--- src/rtl/dmem_run_ctrl.sv ---
// dmem_run_ctrl: run sequencer and data-memory arbiter for the 8-bit core.
// The host owns memory while the core is held in reset. A run request hands
// memory to the core. The run ends when the program counter reaches DONE_PC
// or the watchdog expires, and memory then returns to the host for readback.
module dmem_run_ctrl #(
    parameter int D       = 12,
    parameter int AW      = 8,
    parameter int DW      = 8,
    parameter int DONE_PC = 128,
    parameter int MAX_CYC = 4096
) (
    input  logic          clk,
    input  logic          reset,
    input  logic          req,
    input  logic [D-1:0]  prog_ctr,
    input  logic          core_wr_en,
    input  logic [AW-1:0] core_addr,
    input  logic [DW-1:0] core_wdat,
    output logic [DW-1:0] core_rdat,
    input  logic          host_wr_en,
    input  logic [AW-1:0] host_addr,
    input  logic [DW-1:0] host_wdat,
    output logic [DW-1:0] host_rdat,
    output logic          host_gnt,
    output logic          mem_wr_en,
    output logic [AW-1:0] mem_addr,
    output logic [DW-1:0] mem_wdat,
    input  logic [DW-1:0] mem_rdat,
    output logic          core_reset,
    output logic          done,
    output logic          busy,
    output logic          timeout,
    output logic [15:0]   cycle_cnt
);

    typedef enum logic [1:0] {
        ST_IDLE,
        ST_START,
        ST_RUN,
        ST_DONE
    } state_t;

    localparam logic [D-1:0] DONE_PC_V  = D'(DONE_PC);
    localparam logic [15:0]  WDOG_LAST  = 16'(MAX_CYC - 1);

    state_t      state;
    state_t      state_nxt;
    logic        timeout_nxt;
    logic [15:0] cycle_cnt_nxt;
    logic        core_reset_nxt;
    logic        done_nxt;
    logic        busy_nxt;

    // State and registered status outputs; async reset parks the block in IDLE
    always_ff @(posedge clk or negedge reset) begin
        if (!reset) begin
            state      <= ST_IDLE;
            core_reset <= 1'b1;
            done       <= 1'b0;
            busy       <= 1'b0;
            timeout    <= 1'b0;
            cycle_cnt  <= 16'h0000;
        end else begin
            state      <= state_nxt;
            core_reset <= core_reset_nxt;
            done       <= done_nxt;
            busy       <= busy_nxt;
            timeout    <= timeout_nxt;
            cycle_cnt  <= cycle_cnt_nxt;
        end
    end

    // Next-state logic; abort beats PC completion, which in turn beats the watchdog
    always_comb begin
        state_nxt     = state;
        timeout_nxt   = timeout;
        cycle_cnt_nxt = cycle_cnt;
        unique case (state)
            ST_IDLE: begin
                if (req) begin
                    state_nxt     = ST_START;
                    cycle_cnt_nxt = 16'h0000;
                    timeout_nxt   = 1'b0;
                end
            end
            ST_START: begin
                state_nxt = req ? ST_RUN : ST_IDLE;
            end
            ST_RUN: begin
                if (cycle_cnt != 16'hFFFF) begin
                    cycle_cnt_nxt = cycle_cnt + 16'd1;
                end
                if (!req) begin
                    state_nxt = ST_IDLE;
                end else if (prog_ctr == DONE_PC_V) begin
                    state_nxt   = ST_DONE;
                    timeout_nxt = 1'b0;
                end else if (cycle_cnt == WDOG_LAST) begin
                    state_nxt   = ST_DONE;
                    timeout_nxt = 1'b1;
                end
            end
            ST_DONE: begin
                if (!req) begin
                    state_nxt = ST_IDLE;
                end
            end
            default: begin
                state_nxt = ST_IDLE;
            end
        endcase
        core_reset_nxt = (state_nxt != ST_RUN);
        done_nxt       = (state_nxt == ST_DONE);
        busy_nxt       = (state_nxt == ST_START) || (state_nxt == ST_RUN);
    end

    // Memory port mux; the core owns memory only in RUN, and the host only in IDLE/DONE
    always_comb begin
        host_gnt = (state == ST_IDLE) || (state == ST_DONE);
        if (state == ST_RUN) begin
            mem_addr  = core_addr;
            mem_wdat  = core_wdat;
            mem_wr_en = core_wr_en;
        end else begin
            mem_addr  = host_addr;
            mem_wdat  = host_wdat;
            mem_wr_en = host_wr_en & host_gnt;
        end
        core_rdat = mem_rdat;
        host_rdat = mem_rdat;
    end

endmodule
--- config.mk ---
export PLATFORM = sky130hd
export DESIGN_NAME = dmem_run_ctrl
export DESIGN_NICKNAME = d
export VERILOG_FILES = /design/src/rtl/dmem_run_ctrl.sv
export SDC_FILE = /design/constraint.sdc
export NUM_CORES = 1
export LEC_CHECK = 0
export ABC_AREA = 1
export CORE_ASPECT_RATIO = 0.8
export CORE_MARGIN = 3
export CORE_UTILIZATION = 37
export DETAILED_ROUTE_END_ITERATION = 7
export PLACE_DENSITY = 0.9
export SETUP_SLACK_MARGIN = 0.15
export SYNTH_ARGS = -nofsm -noshare
export SYNTH_HDL_FRONTEND = slang
export SYNTH_SLANG_ARGS = --single-unit
--- constraint.sdc ---
create_clock -name clk -period 2.4 [get_ports clk]
set_input_delay 0.6 -clock clk [delete_from_list [all_inputs] [get_ports clk]]
set_output_delay 0.6 -clock clk [all_outputs]
set_load 0.005 [all_outputs]
==> summary.md, run 1 <==
| Metric | Value |
|---|---|
| Setup Crit Path Kind | flop to output pin |
| Nets in the synthesized netlist | 334 |
| Worst path cell trace | inv_2 > ha_4 > buf_12 > nand2_1 > nand2_1 > clkdlybuf4s50_1 |
| Largest area contributor in the netlist | dfrtp_1 |
| RSZ-0062 raised after global routing | true |
| Port-buffer cells | between 80 and 90 |
| Die Ht | 67.9 µm |
| CP Buf/Inv Count | 3 |
| MaxCap Viol Count | 0 |
| Post-Synth XOR/XNOR Area | 0.0495 |
| Worst skew pair latency | approximately 0.27 ns |
| Max Slew Vio Count | 0 |
| Cell area after synthesis | about 1800 µm² |
| Final Wtd Congestion | 0.853 |
| Antenna Cells | 0 |
| Core box area | 4390 µm² |
| Overall Global Routing Usage | 0.173 |
| First-pass GRT wire length | around 8 mm |
| Number of buffers created by CTS | 3 |
| Syn_area_per_cell | 6.51 µm² |
| Yosys cell types | 29 |
| Crit path largest cell delay | about 0.50 ns |
| Count leader, synth | nand2_1 |
| Setup WS pre-CTS | slightly below 0.03 ns |
| Power density over cell area | roughly 650 nW/µm² |
| Syn-to-layout area delta | 54.4% |
| Compound-Gate Fraction of Synth Area | 0.0622 |
| Adder-Cell Fraction of Synth Area | 0.0353 |
| Top delay family on crit path | buffers and inverters |
| # setup viols final | 0 |
| Die X-Extent | 83.3 µm |
| Synth Area in Simple Gates | 0.411 |
| Fmax | 424 MHz |
| Initial Utilization | 0.403 |
| Crit-path slowest cell | clkdlybuf4s50_1 |
| Synth Flop Type | dfrtp_1 |
| Worst-margin pin slew | 0.310 ns |
| H-tree depth reported by CTS | 1 |
| Placed cell count | a little under 400 |
| Initial antenna violation count | 0 |
| Synth warn | 0 |
| Most frequent CP cell | nand2_1 |
| Register area share after synthesis | 0.312 |
| TritonCTS clock tree | done |
| Via/cell ratio | 4.70 |
| Critical path endpoint category | output pin |
| Mux cell area share after synthesis | 0 |
| Cells after synthesis | 272 |
| CTS Sinks | 22 |
| Antenna Nets Post-Route | 0 |
| # rows | 21 |
| Final Hold Fails | 0 |
| Worst-path fanout max | 9 |
| Die area | 5660 µm² |
| Area share of the largest cell type after synthesis | 0.297 |
| CTS Buffer Depth | 2 |
| Fraction of layout instances using a drive strength above 1 | 0.104 |
| Final wirelength | 5.01 mm |
| Detailed Place HPWL | 3.70 mm |
| Skew final | between 0.007 and 0.008 ns |
| First-pass DRT Iterations | 4 |
| Vias | between 1500 and 2000 |
| Largest net degree at the start of global routing | 27 |
| Fin crit period | 2.36 ns |
| Max-slew headroom | 0.791 |
| Synth top cells by count | nand2_1 (119), nor2_1 (30), dfrtp_1 (21), buf_4 (16), inv_1 (15) |
| I/O pin count | 111 |
| Outcome | completed |
| Largest cells by area after synthesis | dfrtp_1 (30%), nand2_1 (25%), buf_4 (6.8%), nor2_1 (6.4%), nand3_1 (3.7%) |
| Hold crit path type | flop to flop |
| Period utilization | 0.983 |
| Largest family of logic cells by synthesized area | simple AND/OR/NAND/NOR gates |
| Clk pin slew, worst setup/hold paths | approximately 0.080 ns |
| Vias in the first global route | 1849 |
| Final worst slack | 0.0405 ns |
| Initial DRC count | 87 |
| DRC | 0 |
| Post-synth ARST share | 1.00 |
| Final nets | 410 |
| Worst-case vdd ir drop | 0.000460 V |
| P_leak | about 1.4 nW |
| Wire per inst | 12.4 µm |
| Post-synth EDFFs | 0 |
| Startpoint types | flop |
| WP data required | 1.80 ns |
| Final Non-Filler Cells | 404 |
| Flop and latch count out of synthesis | 22 |
| Grt total ovfl | 0 |
| Worst EP arrival | between 1.5 and 2 ns |
| Root Driver | clkbuf_8 |
cell families (layout without fill, tap and decap cells):
logic type | after synthesis | in the layout
buf+inv | 41 | 116
fa+ha+maj | 5 | 5
compound gates | 18 | 18
flops | 22 | 22
simple gates | 176 | 176
xor+xnor | 10 | 10
where the power goes:
| part | switching [W] | internal, W | leakage (nW) |
|---|---|---|---|
| clock network | 0.000127 | 0.000147 | 0.0288 |
| registers | 0.0000402 | 0.000424 | 0.298 |
| logic | 0.000551 | 0.000496 | 1.03 |
metrics by stage:
stage	hold slack (ns)	power [W]	cell area, µm²	TNS (ns)	util
floorplan	0.304	0.00101	1770	0	-
global route	0.551	0.00191	2730	-0.0460	0.623
detailed placement	0.482	0.00140	2560	0	0.584
finish	0.505	0.00178	2730	0	0.623
global placement	0.483	0.00137	2560	0	0.584
CTS	0.510	0.00177	2700	0	0.614
sequential cells by signal, summed over array words and instances (netlist names):
| register | flops |
|---|---|
| cycle_cnt | 16 |
| state | 2 |
| busy | 1 |
| core_reset | 1 |
| done | 1 |
| timeout | 1 |
cell usage in the layout, fill, tap and decap left out, drive strengths merged, types with 7 or more instances in the layout:
master,instances
buf,8
clkdlybuf4s50,72
dfrtp,21
dlymetal6s2s,11
inv,18
nand2,123
nand3,15
nor2,31
o21ai,12
xor2,7
path summary, 6_finish.rpt:
check	start	end	slack, ns	cells past startpoint
worst max-delay path	state[0]	mem_wdat[3]	0.04	6
worst min-delay path	timeout	timeout	0.51	2
max in group asynchronous	reset	core_reset	1.44	2
worst max register to register	cycle_cnt[0]	cycle_cnt[7]	0.56	10
worst min register to register	timeout	timeout	0.51	2
min in group asynchronous	reset	cycle_cnt[14]	0.68	2
area by class of cell:
type / instances / area [µm²]
Fill cell: 401 / 1650
Multi-Input combinational cell: 209 / 1000
Timing Repair Buffer: 94 / 978
Sequential cell: 22 / 553
Inverter: 18 / 75.1
Tap cell: 57 / 71.3
Clock buffer: 4 / 55.1
worst reg2reg max path, cell delays in order (launching register included):
cell     delay, ns
dfrtp_1       0.43
ha_1          0.25
nand3_2       0.16
nor2_4        0.18
nand3_2       0.08
nand2_2       0.08
o21ai_2       0.07
nand2_4       0.23
inv_2         0.12
nand2_1       0.08
nand2_1       0.05
layer usage:
metal	track usage	wire length, µm	up-vias
met2	0.321	2450	81
li1	-	-	970
met5	0	0	-
met3	0.0614	398	3
met1	0.198	2150	845
met4	0.0286	13	0
what timing repair did:
action	CTS	global route
resized for setup	15	13
cloned	1	0
hold buffers	0	0
pin swaps	0	0
setup buffers	3	1
endpoints found under the setup margin	18	16
Note: power is estimated with default switching activity, not from simulation.
==> inputs of run 2 (changes only) <==
--- a/config.mk
+++ b/config.mk
@@ -6,6 +6,7 @@
 export NUM_CORES = 1
 export LEC_CHECK = 0
 export ABC_AREA = 1
+export CAP_MARGIN = 0
 export CORE_ASPECT_RATIO = 0.8
 export CORE_MARGIN = 3
 export CORE_UTILIZATION = 37
==> constraint.sdc (replaced) <==
create_clock -name clk -period 2.4 [get_ports clk]
set_input_delay 0.6 -clock clk [delete_from_list [all_inputs] [get_ports clk]]
set_output_delay 0.6 -clock clk [all_outputs]
set_load 0.1 [all_outputs]
==> summary.md, run 2 (synthesis results as in run 1) <==
| Metric | Value |
|---|---|
| Outcome | completed (unchanged) |
| Hold crit path type | flop to flop (unchanged) |
| Fmax | 457 MHz (was 424 MHz) |
| Power density over cell area | 1040 nW/µm² (was 653 nW/µm²) |
| Number of buffers created by CTS | 3 (unchanged) |
| Final wirelength | 5.04 mm (was 5.01 mm) |
| CTS Buffer Depth | 2 (unchanged) |
| Total design power | 0.00307 W (was 0.00178 W) |
| Antenna Nets Post-Route | 0 (unchanged) |
| Fin crit period | 2.19 ns (was 2.36 ns) |
| Via/cell ratio | 4.68 (was 4.70) |
| Most frequent cells in the layout | nand2_1 (102), clkdlybuf4s50_1 (48), nor2_1 (30), buf_4 (23) (was nand2_1 (119), clkdlybuf4s50_1 (72), nor2_1 (30), dfrtp_1 (20), nand3_1 (13)) |
| Startpoint types | flop (unchanged) |
| Most frequent CP cell | buf_12 (was nand2_1) |
| Initial DRC count | 101 (was 87) |
| Final nets | 407 (was 410) |
| CP Buf/Inv Count | 3 (unchanged) |
| Wire per inst | 12.6 µm (was 12.4 µm) |
| Port-buffer cells | 86 (unchanged) |
| # setup viols final | 0 (unchanged) |
| Grt total ovfl | 0 (unchanged) |
| Setup Crit Path Kind | flop to output pin (unchanged) |
| Vias in the first global route | 1671 (was 1849) |
| Overall Global Routing Usage | 0.169 (was 0.173) |
| Placed cell count | 394 (was 395) |
| Worst skew pair latency | 0.27 ns (about the same) |
| P_leak | 1.39 nW (was 1.36 nW) |
| Worst-margin pin slew | 0.326 ns (was 0.310 ns) |
| Die area | 5660 µm² (unchanged) |
| Worst-path fanout max | 15 (was 9) |
| Post-Route Utilization | 0.670 (was 0.623) |
| Worst path cell trace | inv_1 > ha_4 > buf_12 > nand2_1 > nand2_4 > buf_12 (was inv_2 > ha_4 > buf_12 > nand2_1 > nand2_1 > clkdlybuf4s50_1) |
| Top Registers | cycle_cnt: 16 flops, state: 2 flops (unchanged) |
| TritonCTS clock tree | done (unchanged) |
| Worst-case vdd ir drop | 0.000932 V (was 0.000460 V) |
| Vias | 1875 (was 1899) |
| Period utilization | 0.911 (was 0.983) |
| Largest net degree at the start of global routing | 31 (was 27) |
| Die Ht | 67.9 µm (unchanged) |
| Initial Utilization | 0.403 (unchanged) |
| Final Non-Filler Cells | 401 (was 404) |
| RSZ-0062 raised after global routing | false (was true) |
| Max Slew Vio Count | 0 (unchanged) |
| Reg with most FFs | cycle_cnt (unchanged) |
| # rows | 21 (unchanged) |
| Final Wtd Congestion | 0.867 (was 0.853) |
| WP data required | 1.80 ns (about the same) |
| Final Hold Fails | 0 (unchanged) |
| Hold-fix buffers, CTS | 0 (unchanged) |
| Initial antenna violation count | 0 (unchanged) |
| Antenna Cells | 0 (unchanged) |
| Crit path largest cell delay | 0.41 ns (was 0.50 ns) |
| Core box area | 4390 µm² (unchanged) |
| Root Driver | clkbuf_8 (unchanged) |
| Skew final | 0.00132 ns (was 0.00783 ns) |
| Most common cell after layout, fill and taps aside | nand2_1 (unchanged) |
| I/O pin count | 111 (unchanged) |
| CTS Sinks | 22 (unchanged) |
| MaxCap Viol Count | 0 (unchanged) |
| Die X-Extent | 83.3 µm (unchanged) |
| Max-slew headroom | 0.780 (was 0.791) |
| First-pass DRT Iterations | 4 (unchanged) |
| H-tree depth reported by CTS | 1 (unchanged) |
| Crit-path slowest cell | dfrtp_1 (was clkdlybuf4s50_1) |
| Fraction of layout instances using a drive strength above 1 | 0.253 (was 0.104) |
| Top delay family on crit path | buffers and inverters (unchanged) |
| Clk pin slew, worst setup/hold paths | 0.08 ns (about the same) |
| First-pass GRT wire length | 7.80 mm (was 8.00 mm) |
| Max reg flops | 16 (unchanged) |
| Worst EP arrival | 1.59 ns (was 1.76 ns) |
| Setup TNS | 0 ns (unchanged) |
| Syn-to-layout area delta | 66.1% (was 54.4%) |
| Detailed Place HPWL | 3.86 mm (was 3.70 mm) |
| DRC | 0 (unchanged) |
| Critical path endpoint category | output pin (unchanged) |
-- run 2: cell types whose count changed in the layout (fill, tap and decap cells not counted), moves of 2 or more --
cell,change
buf_12,+18
buf_4,+17
clkdlybuf4s50_1,-24
dlygate4sd2_1,-2
dlymetal6s2s_1,-11
inv_1,+2
inv_2,-3
nand2_1,-17
nand2_4,+17
-- run 2: cell type report --
cell class,count,area [µm²]
timing repair buffer,91,1060
inverter,18,78.8
clock buffer,4,45.0
multi-input combinational,209,1130
sequential,22,554
fill,362,1450
tap,57,71.3
-- run 2: metal layers --
layer  part of all wire  vias to the layer above  global-route usage  wire length [µm]
met5                  0                        -                   0                 0
met4             0.0052                        0              0.0327                26
met3              0.059                        4              0.0433               299
met2               0.53                       68               0.299              2670
met1               0.41                      837               0.212              2040
li1                   -                      966                   -                 -
-- run 2: worst register-to-register path: cells and delay by family (launching register included) --
kind,cells,cell delay [ns]
compound gates,1,0.07
fa+ha+maj,1,0.24
buf+inv,1,0.12
flops,1,0.41
simple gates,7,0.85
-- run 2: what timing repair did --
| item | in CTS | in global routing |
|---|---|---|
| endpoints found under the setup margin | 17 | 17 |
| gates cloned | 0 | 1 |
| resized for setup | 6 | 3 |
| buffers inserted | 0 | 2 |
-- run 2: worst paths after layout --
kind	startpoint	endpoint	slack, ns	depth (start not counted)
setup / recovery	state[0]	mem_wdat[1]	0.21	6
hold / removal	cycle_cnt[0]	cycle_cnt[0]	0.52	1
setup reg to reg	cycle_cnt[0]	cycle_cnt[12]	0.62	10
hold reg to reg	cycle_cnt[0]	cycle_cnt[0]	0.52	1
max in group asynchronous	reset	core_reset	1.44	2
min in group asynchronous	reset	cycle_cnt[4]	0.67	2
-- run 2: per-stage QoR --
step	hold slack (ns)	cell area (µm²)	worst slack [ns]
6_report	0.518	2940	0.214
5_1_grt	0.551	2940	0.152
4_1_cts	0.522	2880	0.119
3_5_place_dp	0.502	2820	0.295
3_3_place_gp	0.476	2820	0.360
2_1_floorplan	0.304	1900	0.111
-- run 2: where the power goes --
group | internal, W | leakage [nW] | switching (W) | total, W
registers | 0.000424 | 0.296 | 0.0000370 | 0.000461
logic | 0.000740 | 1.07 | 0.00162 | 0.00236
clock network | 0.000119 | 0.0228 | 0.000128 | 0.000246
==> inputs of run 3 (changes only) <==
--- a/config.mk
+++ b/config.mk
@@ -11,6 +11,7 @@
 export CORE_MARGIN = 3
 export CORE_UTILIZATION = 37
 export DETAILED_ROUTE_END_ITERATION = 7
+export GPL_TIMING_DRIVEN = 0
 export PLACE_DENSITY = 0.9
 export SETUP_SLACK_MARGIN = 0.15
 export SYNTH_ARGS = -nofsm -noshare
==> summary.md, run 3 (synthesis results as in run 1) <==
| Metric | Value |
|---|---|
| Outcome | completed (unchanged) |
| TritonCTS clock tree | done (unchanged) |
| Final wirelength | 6.08 mm (was 5.04 mm) |
| Worst-margin pin slew | 1.03 ns (was 0.326 ns) |
| Reg with most FFs | cycle_cnt (unchanged) |
| Vias | 2112 (was 1875) |
| Top delay family on crit path | buffers and inverters (unchanged) |
| Setup Crit Path Kind | flop to output pin (unchanged) |
| Initial antenna violation count | 0 (unchanged) |
| CP Buf/Inv Count | 1 (was 3) |
| I/O pin count | 111 (unchanged) |
| P_sw | 0.00194 W (was 0.00178 W) |
| Core box area | 4390 µm² (unchanged) |
| Cell area after layout | 3250 µm² (was 2940 µm²) |
| Crit path largest cell delay | 0.87 ns (was 0.41 ns) |
| Fraction of layout instances using a drive strength above 1 | 0.240 (was 0.253) |
| Final nets | 446 (was 407) |
| Worst skew pair latency | 0.27 ns (about the same) |
| Placed cell area | 3000 µm² (was 2820 µm²) |
| Worst-path fanout max | 6 (was 15) |
| # setup viols final | 0 (unchanged) |
| Initial Utilization | 0.403 (unchanged) |
| Number of buffers created by CTS | 3 (unchanged) |
| Syn-to-layout area delta | 83.7% (was 66.1%) |
| Largest net degree at the start of global routing | 23 (was 31) |
| Vias in the first global route | 1993 (was 1671) |
| Met3 Wirelength | 378 µm (was 299 µm) |
| CTS Buffer Depth | 2 (unchanged) |
| RSZ-0062 raised after global routing | false (unchanged) |
| Worst EP arrival | 1.64 ns (was 1.59 ns) |
| Skew final | 0.00494 ns (was 0.00132 ns) |
| First-pass DRT Iterations | 4 (unchanged) |
| Register share of total power | 0.141 (was 0.150) |
| DRC | 0 (unchanged) |
| Antenna Cells | 0 (unchanged) |
| Clock power frac | 0.085 (was 0.080) |
| Die X-Extent | 83.3 µm (unchanged) |
| Clk pin slew, worst setup/hold paths | 0.08 ns (about the same) |
| Switch share | 0.591 (was 0.581) |
| H-tree depth reported by CTS | 1 (unchanged) |
| WP data required | 1.80 ns (about the same) |
| Root Driver | clkbuf_8 (unchanged) |
| Most frequent cells in the layout | nand2_1 (102), clkdlybuf4s50_1 (48), nor2_1 (30), dlygate4sd2_1 (29), buf_4 (22) (was nand2_1 (102), clkdlybuf4s50_1 (48), nor2_1 (30), buf_4 (23)) |
| Most common cell after layout, fill and taps aside | nand2_1 (unchanged) |
| # rows | 21 (unchanged) |
| Max-slew headroom | 0.311 (was 0.780) |
| Die Ht | 67.9 µm (unchanged) |
| Initial DRC count | 180 (was 101) |
| Max Slew Vio Count | 0 (unchanged) |
| Internal power | 0.00134 W (was 0.00128 W) |
| Wire per inst | 13.8 µm (was 12.6 µm) |
| Via/cell ratio | 4.80 (was 4.68) |
| Max reg flops | 16 (unchanged) |
| Crit-path slowest cell | clkdlybuf4s15_1 (was dfrtp_1) |
| First-pass GRT wire length | 8.85 mm (was 7.80 mm) |
| Fmax | 446 MHz (was 457 MHz) |
| Overall Global Routing Usage | 0.190 (was 0.169) |
| Worst path cell trace | clkdlybuf4s15_1 (was inv_1 > ha_4 > buf_12 > nand2_1 > nand2_4 > buf_12) |
| Final Hold Fails | 0 (unchanged) |
| Grt total ovfl | 0 (unchanged) |
| MaxCap Viol Count | 0 (unchanged) |
| Top Registers | cycle_cnt: 16 flops, state: 2 flops (unchanged) |
| Power density over cell area | 1010 nW/µm² (was 1040 nW/µm²) |
| DR WL met2 | 3.31 mm (was 2.67 mm) |
| Startpoint types | flop (unchanged) |
| Fin crit period | 2.24 ns (was 2.19 ns) |
| Final Wtd Congestion | 0.892 (was 0.867) |
| Part of the power in combinational logic | 0.774 (was 0.769) |
| Hold crit path type | flop to flop (unchanged) |
| Total design power | 0.00328 W (was 0.00307 W) |
| Antenna Nets Post-Route | 0 (unchanged) |
| P_leak | 1.60 nW (was 1.39 nW) |
| Detailed Place HPWL | 4.30 mm (was 3.86 mm) |
| Highest metal used | met4 (unchanged) |
| Die area | 5660 µm² (unchanged) |
| Worst-case vdd ir drop | 0.000934 V (was 0.000932 V) |
| Period utilization | 0.935 (was 0.911) |
| Port-buffer cells | 102 (was 86) |
| CTS Sinks | 22 (unchanged) |
| Wl on met1 | 2.33 mm (was 2.04 mm) |
| Critical path endpoint category | output pin (unchanged) |
run 3: cell count changes in the layout (fill, tap and decap cells not counted), sizes merged:
cell	change
clkdlybuf4s15	+7
buf	+3
dlygate4sd2	+29
run 3: worst paths after layout:
check                             start  cells after the start      endpoint  slack [ns]
max                        cycle_cnt[8]                      1  cycle_cnt[8]        0.16
min                             timeout                      2       timeout        0.49
max reg2reg                cycle_cnt[0]                     10  cycle_cnt[0]        0.67
min reg2reg                     timeout                      2       timeout        0.49
max in group asynchronous         reset                      1  cycle_cnt[0]        0.82
min in group asynchronous         reset                      1  cycle_cnt[5]        0.89
run 3: power by group through the flow:
stage                     registers, W  logic [W]  clock network (W)
after CTS                     0.000459    0.00238           0.000286
after global routing          0.000471    0.00265           0.000297
final                         0.000461    0.00254           0.000280
after floorplan               0.000705    0.00148                  0
after global placement        0.000466    0.00220                  0
after detailed placement      0.000467    0.00223                  0
run 3: tightest hold or removal path, cell delays in order (launching register included):
cell and delay (ns):
dfrtp_1 0.34, nand2_1 0.05, o21ai_1 0.06
run 3: what timing repair did:
item | CTS | global route
buffers inserted | 1 | 4
setup endpoints to repair | 54 | 23
hold endpoints to repair | 0 | 0
gates resized for setup | 195 | 23
hold buffers | 0 | 0
run 3: cell type report:
| type | count | area (µm²) |
|---|---|---|
| fill | 302 | 1130 |
| tap | 57 | 71.3 |
| buffer | 23 | 209 |
| clock buffer | 4 | 55.1 |
| sequential | 22 | 556 |
| multi-input combinational | 209 | 1130 |
| timing repair buffer | 107 | 1160 |
| inverter | 18 | 73.8 |
run 3: per-layer routing:
metal	up-vias	track usage
li1	1045	-
met5	-	0
met1	976	0.207
met3	8	0.0457
met4	0	0.0224
met2	83	0.390
run 3: stage by stage:
step	utilization	std cells	setup TNS, ns	worst slack (ns)	hold slack, ns
floorplan	-	272	0	0.111	0.304
global placement	0.683	431	-17.24	-1.04	0.480
detailed placement	0.683	431	-17.80	-1.08	0.486
CTS	0.718	436	0	0.0961	0.497
global route	0.741	440	0	0.114	0.546
finish	0.741	440	0	0.157	0.493
